--- config.mk ---
export PLATFORM = sky130hd
export DESIGN_NAME = ldst_control_sequencer
export DESIGN_NICKNAME = d
export VERILOG_FILES = /design/src/rtl/ldst_control_sequencer.sv
export SDC_FILE = /design/constraint.sdc
export NUM_CORES = 1
export LEC_CHECK = 0
export BUFFER_PORTS_ARGS = -buffer_cell sky130_fd_sc_hd__buf_4
export CORE_AREA = 10 10 57 59
export DETAILED_ROUTE_END_ITERATION = 8
export DIE_AREA = 0 0 67 69
export PLACE_DENSITY = 0.76
export SLEW_MARGIN = 20
export SYNTH_ARGS = -nofsm -noshare
export SYNTH_HDL_FRONTEND = slang
export SYNTH_SLANG_ARGS = --single-unit
--- constraint.sdc ---
create_clock -name clk -period 2.15 [get_ports clk]
set_clock_uncertainty 0.2 [all_clocks]
set_input_delay 0.43 -clock clk [delete_from_list [all_inputs] [get_ports clk]]
set_output_delay 0.43 -clock clk [all_outputs]
set_load 0.005 [all_outputs]
--- src/rtl/ldst_control_sequencer.sv ---
// ============================================================================
// Module   : ldst_control_sequencer
// Purpose  : Hardwired fetch/ld/ldi/st control-step sequencer with memory
//            wait-state handshake, wait timeout and illegal-opcode detection.
// Option   : define LDST_ILLEGAL_TRAP_EN to park in TRAP on an illegal opcode.
// Revision : 1.0  initial release
// ============================================================================
`default_nettype none

module ldst_control_sequencer #(
  parameter int              OPW        = 5,
  parameter logic [OPW-1:0]  OPC_LD     = 5'b00000,
  parameter logic [OPW-1:0]  OPC_LDI    = 5'b00001,
  parameter logic [OPW-1:0]  OPC_ST     = 5'b00010,
  parameter int              WAIT_LIMIT = 15
) (
  input  logic           clk,
  input  logic           clr,
  input  logic           run,
  input  logic [OPW-1:0] operation,
  input  logic           mem_ready,
  output logic           PCout,
  output logic           MARin,
  output logic           IncPC,
  output logic           ZHighIn,
  output logic           ZLowIn,
  output logic           ZLowout,
  output logic           PCin,
  output logic           Read,
  output logic           MDRin,
  output logic           MDRout,
  output logic           IRin,
  output logic           GRA,
  output logic           GRB,
  output logic           Baout,
  output logic           Yin,
  output logic           Cout,
  output logic           R_in,
  output logic           R_out,
  output logic           RAM_write_en,
  output logic [3:0]     step,
  output logic           busy,
  output logic           done,
  output logic           timeout,
  output logic           illegal
);

  localparam int CW = (WAIT_LIMIT > 1) ? $clog2(WAIT_LIMIT + 1) : 1;
  localparam logic [CW-1:0] C_LIMIT_M1 = CW'(WAIT_LIMIT - 1);

  typedef enum logic [3:0] {
    S_T0   = 4'h0,
    S_T1   = 4'h1,
    S_T2   = 4'h2,
    S_T3   = 4'h3,
    S_T4   = 4'h4,
    S_T5   = 4'h5,
    S_T6   = 4'h6,
    S_T7   = 4'h7,
    S_TRAP = 4'hE,
    S_IDLE = 4'hF
  } state_t;

  state_t         state_q, state_d;
  logic [CW-1:0]  cnt_q, cnt_d;
  logic [OPW-1:0] op_q, op_d;

  logic   w_wait;
  logic   w_limit;
  logic   w_legal_in;
  state_t w_end;

  assign w_wait     = (state_q == S_T1) ||
                      ((state_q == S_T6) && (op_q == OPC_LD)) ||
                      ((state_q == S_T7) && (op_q == OPC_ST));
  // Ready in the limit cycle wins, so the abort needs mem_ready low as well.
  assign w_limit    = w_wait && !mem_ready && (cnt_q == C_LIMIT_M1);
  assign w_legal_in = (operation == OPC_LD) || (operation == OPC_LDI) ||
                      (operation == OPC_ST);
  assign w_end      = run ? S_T0 : S_IDLE;

  always_comb begin
    state_d = state_q;
    cnt_d   = '0;
    op_d    = op_q;
    if (w_wait && !mem_ready) begin
      if (w_limit) state_d = S_IDLE;
      else         cnt_d   = cnt_q + CW'(1);
    end else begin
      case (state_q)
        S_IDLE: if (run) state_d = S_T0;
        S_T0:   state_d = S_T1;
        S_T1:   state_d = S_T2;
        S_T2:   state_d = S_T3;
        S_T3: begin
          op_d = operation;
          if (w_legal_in) state_d = S_T4;
`ifdef LDST_ILLEGAL_TRAP_EN
          else            state_d = S_TRAP;
`else
          else            state_d = w_end;
`endif
        end
        S_T4:   state_d = S_T5;
        S_T5:   state_d = (op_q == OPC_LDI) ? w_end : S_T6;
        S_T6:   state_d = S_T7;
        S_T7:   state_d = w_end;
        S_TRAP: state_d = S_TRAP;
        default: state_d = S_IDLE;
      endcase
    end
  end

  always_ff @(posedge clk) begin
    if (!clr) begin
      state_q <= S_IDLE;
      cnt_q   <= '0;
      op_q    <= '0;
    end else begin
      state_q <= state_d;
      cnt_q   <= cnt_d;
      op_q    <= op_d;
    end
  end

  always_comb begin
    PCout = 1'b0; MARin = 1'b0; IncPC = 1'b0; ZHighIn = 1'b0; ZLowIn = 1'b0;
    ZLowout = 1'b0; PCin = 1'b0; Read = 1'b0; MDRin = 1'b0; MDRout = 1'b0;
    IRin = 1'b0; GRA = 1'b0; GRB = 1'b0; Baout = 1'b0; Yin = 1'b0; Cout = 1'b0;
    R_in = 1'b0; R_out = 1'b0; RAM_write_en = 1'b0;
    done    = 1'b0;
    timeout = w_limit;
    illegal = 1'b0;
    case (state_q)
      S_T0: begin
        PCout = 1'b1; MARin = 1'b1; IncPC = 1'b1; ZHighIn = 1'b1; ZLowIn = 1'b1;
      end
      S_T1: if (!w_limit) begin
        ZLowout = 1'b1; PCin = 1'b1; Read = 1'b1; MDRin = 1'b1;
      end
      S_T2: begin
        MDRout = 1'b1; IRin = 1'b1;
      end
      S_T3: begin
        if (w_legal_in) begin
          GRB = 1'b1; Baout = 1'b1; Yin = 1'b1;
        end else begin
          illegal = 1'b1;
`ifndef LDST_ILLEGAL_TRAP_EN
          done    = 1'b1;
`endif
        end
      end
      S_T4: begin
        Cout = 1'b1; ZHighIn = 1'b1; ZLowIn = 1'b1;
      end
      S_T5: begin
        ZLowout = 1'b1;
        if (op_q == OPC_LDI) begin
          GRA = 1'b1; R_in = 1'b1; done = 1'b1;
        end else begin
          MARin = 1'b1;
        end
      end
      S_T6: begin
        if (op_q == OPC_LD) begin
          if (!w_limit) begin
            Read = 1'b1; MDRin = 1'b1;
          end
        end else begin
          GRA = 1'b1; R_out = 1'b1; MDRin = 1'b1;
        end
      end
      S_T7: begin
        if (op_q == OPC_LD) begin
          MDRout = 1'b1; GRA = 1'b1; R_in = 1'b1; done = 1'b1;
        end else if (!w_limit) begin
          MDRout = 1'b1; RAM_write_en = 1'b1; done = mem_ready;
        end
      end
`ifdef LDST_ILLEGAL_TRAP_EN
      S_TRAP: illegal = 1'b1;
`endif
      default: ;
    endcase
  end

  assign step = state_q;
  assign busy = (state_q != S_IDLE) && (state_q != S_TRAP);

endmodule

`default_nettype wire

==> summary.txt <==
Status
  • Outcome: complete, but fails checks
  • Failing checks: negative setup slack

Worst setup path
  • Worst path depth: 5
  • Cell family with most CP delay: simple AND/OR/NAND/NOR gates
  • Crit-path max FO: 4
  • Slowest-stage cell, CP: or4_4
  • Worst EP required: 1520 ps
  • Crit path kind: register to output port
  • Crit path capture type: output port
  • R2R depth: 7
  • Ordered list of cells on the worst path: or4_4 -> nor2_4 -> a31oi_1 -> nor3_1 -> buf_4
  • Crit path DAT: 1760 ps
  • WP buf/inv: 1
  • CP max stage delay: 580 ps
  • Critical path launch point type: register

Timing
  • Tmin final: about 2400 ps
  • Setup TNS: -1790 ps
  • Slew @ Worst Pin: approximately 420 ps
  • Max Fclk: approximately 420 MHz
  • Unrepaired setup endpoints after global routing: yes
  • Final period util: 111%
  • Hold Fails Final Rpt: 0
  • Slew headroom: approximately 72%
  • Max Slew Vio Count: 0
  • Final Setup Violations: 12
  • Fin worst setup slack: -239 ps

Drt
  • Via count: 1,235
  • Routed length per instance: 17.7 um
  • Vias per cell: about 5.9
  • DRC Markers: 0
  • DR iter-0 viols: 200
  • Drt total wl: between 3000 and 4000 um
  • TritonRoute pass-1 iters: 4
  • DRT antenna net count: 0

Floorplanning
  • IO Count: 36
  • Num rows: 17
  • DIE HEIGHT: 69 um
  • Total core area: 2150 um^2
  • Die X: 67 um
  • Initial Util: 47.1%
  • Die area: 4620 um^2

Clock network
  • CTS Buf Count: 3
  • TritonCTS clock tree: built
  • CTS root buf: clkbuf_4
  • Worst-Skew Late Latency: 260 ps
  • CTS Hold Bufs: 0
  • H-tree depth: 1
  • Clock slew at reported path FFs: around 70 ps
  • CTS Buffer Depth: 2
  • Sink Count: 13

Synthesis
  • Synth unique cells: between 40 and 50
  • Mapped Area: 1010 um^2
  • FFs w/ async S/R, synth: 0%
  • Top FF cell, synth: dfxtp_1
  • Net Count, Synth: 136
  • Register area share after synthesis: 25.7%
  • Syn Inst Count: 125
  • Syn. warnings: 0
  • Syn Area/Cell: 8.09 um^2
  • Number of flops mapped to enable cells by yosys: 0
  • Synthesis-stage register bit count: 13

Pwr
  • Leak Pwr: 0.710 nW
  • Clock power frac: 7.8%
  • Max IR drop VDD: 0.000808 V
  • Pwr Density: 1070 nW/um^2
  • Combinational Power Share: 72.0%
  • Net Sw Power: approximately 0.00077 W
  • Sequential share of power: 20.2%
  • P_int: 0.000979 W
  • Sw Ratio: 43.9%

Placed design
  • Setup WS pre-CTS: -137 ps
  • Placed cells: just under 200
  • IO buf count: 35
  • RD Place Congestion: 0.896
  • HPWL Detailed: 2650 um

Hold path
  • WHS Path Cells: 3
  • HP Class: input port to register

Layout
  • Antenna diodes: 0
  • Area Growth Syn to Fin: 61.9%
  • Share of cells above drive strength 1: between 50% and 60%
  • Final cell count without fillers: between 200 and 250
  • Most used cells in the layout excluding fill and tap cells: 54 x buf_4, 10 x buf_6, 8 x nor2_1
  • Register area: 268 um^2
  • FILL cells: 142
  • Net count, final: ~190
  • Area of the multi-input gates: 771 um^2
  • Commonest non-fill, non-tap cell in the layout: buf_4
  • Fin util: roughly 76%

Global routing
  • Total Routing Usage GR: around 14%
  • Largest net degree at the start of global routing: 15
  • Initial antenna violation count: 0
  • First-pass GRT wire length: 5460 um
  • Number of global-route vias before repair: 1,192
  • Remaining global-route overflow: 0

Run
  • Number of max-cap violations: 0
-- cell usage after synthesis, types with 2 or more instances --
cell type  count  area share (%)
dfxtp_1       13              26
nor3_1        10             5.0
nor2_1         8             3.0
nand2_1        7             2.6
nor2b_1        7             4.3
nor4_1         6             3.7
a2bb2oi_1      5             4.3
buf_4          5             3.7
inv_1          5             1.9
mux2i_1        5             5.0
buf_2          4             2.0
o21ai_0        4             2.0
a21oi_1        3             1.5
nand3_1        3             1.5
xnor2_1        3             2.6
and2_1         2             1.2
and4_1         2             1.7
clkbuf_1       2            0.74
ha_1           2             2.5
nand2b_1       2             1.2
nand4_1        2             1.2
or4_1          2             1.5
-- final timing paths --
path / startpoint / to / slack, ps
worst max-delay path: op_q[4] / Read / -240
worst min-delay path: operation[1] / op_q[1] / 250
worst max register to register: op_q[4] / step[2] / 140
worst min register to register: cnt_q[0] / cnt_q[0] / 270
-- kinds of logic after synthesis --
logic type	count (synthesis)	synth area share, %
AO/OA/AOI/OAI	28	22.4
XOR/XNOR	4	3.47
adder cells (fa/ha/maj)	2	2.47
buffers and inverters	17	8.66
flip-flops	13	25.7
multiplexers	5	4.95
AND/OR/NAND/NOR	56	32.3
-- worst register-to-register path: cells and delay by family, from the launching register on --
family	cells	cell delay (ps)
AO/OA/AOI/OAI	2	540
buffers and inverters	3	380
AND/OR/NAND/NOR	2	440
flip-flops	1	330
-- sequential cells by signal, summed over array words and instances (netlist names) --
register  count
op_q          5
cnt_q         4
step          4
-- metal layers --
layer | up-vias | part of all wire [%] | GRT usage [%]
met5 | - | 0 | 0
met4 | 0 | 1.1 | 5.20
met3 | 6 | 8.9 | 3.54
met2 | 52 | 53 | 25.0
met1 | 598 | 37 | 14.9
li1 | 579 | - | -
-- metrics by stage --
step	hold WS, ps	instance area, um^2	power, W
2_1_floorplan	230	1010	0.000931
3_3_place_gp	247	1400	0.00135
3_5_place_dp	257	1400	0.00137
4_1_cts	240	1550	0.00162
5_1_grt	248	1640	0.00187
6_report	252	1640	0.00175
-- power by group through the flow --
stage	clock network, W	logic [W]	registers, W
after global placement	0	0.00101	0.000333
after floorplan	0	0.000605	0.000326
after detailed placement	0	0.00103	0.000335
after global routing	0.000163	0.00135	0.000357
final	0.000137	0.00126	0.000352
after CTS	0.000148	0.00113	0.000346
-- repair_timing --
| action | in CTS | in global routing |
|---|---|---|
| pin swaps | 6 | 6 |
| setup endpoints to repair | 17 | 19 |
| setup buffers | 5 | 3 |
| resized for setup | 19 | 19 |
-- final cells by class --
type,count,share of cell area (%)
sequential,13,16.4
multi-input combinational,95,47.1
timing repair buffer,64,31.7
tap,28,2.14
clock buffer,4,1.61
inverter,5,1.15
Note: power is estimated with default switching activity, not from simulation.
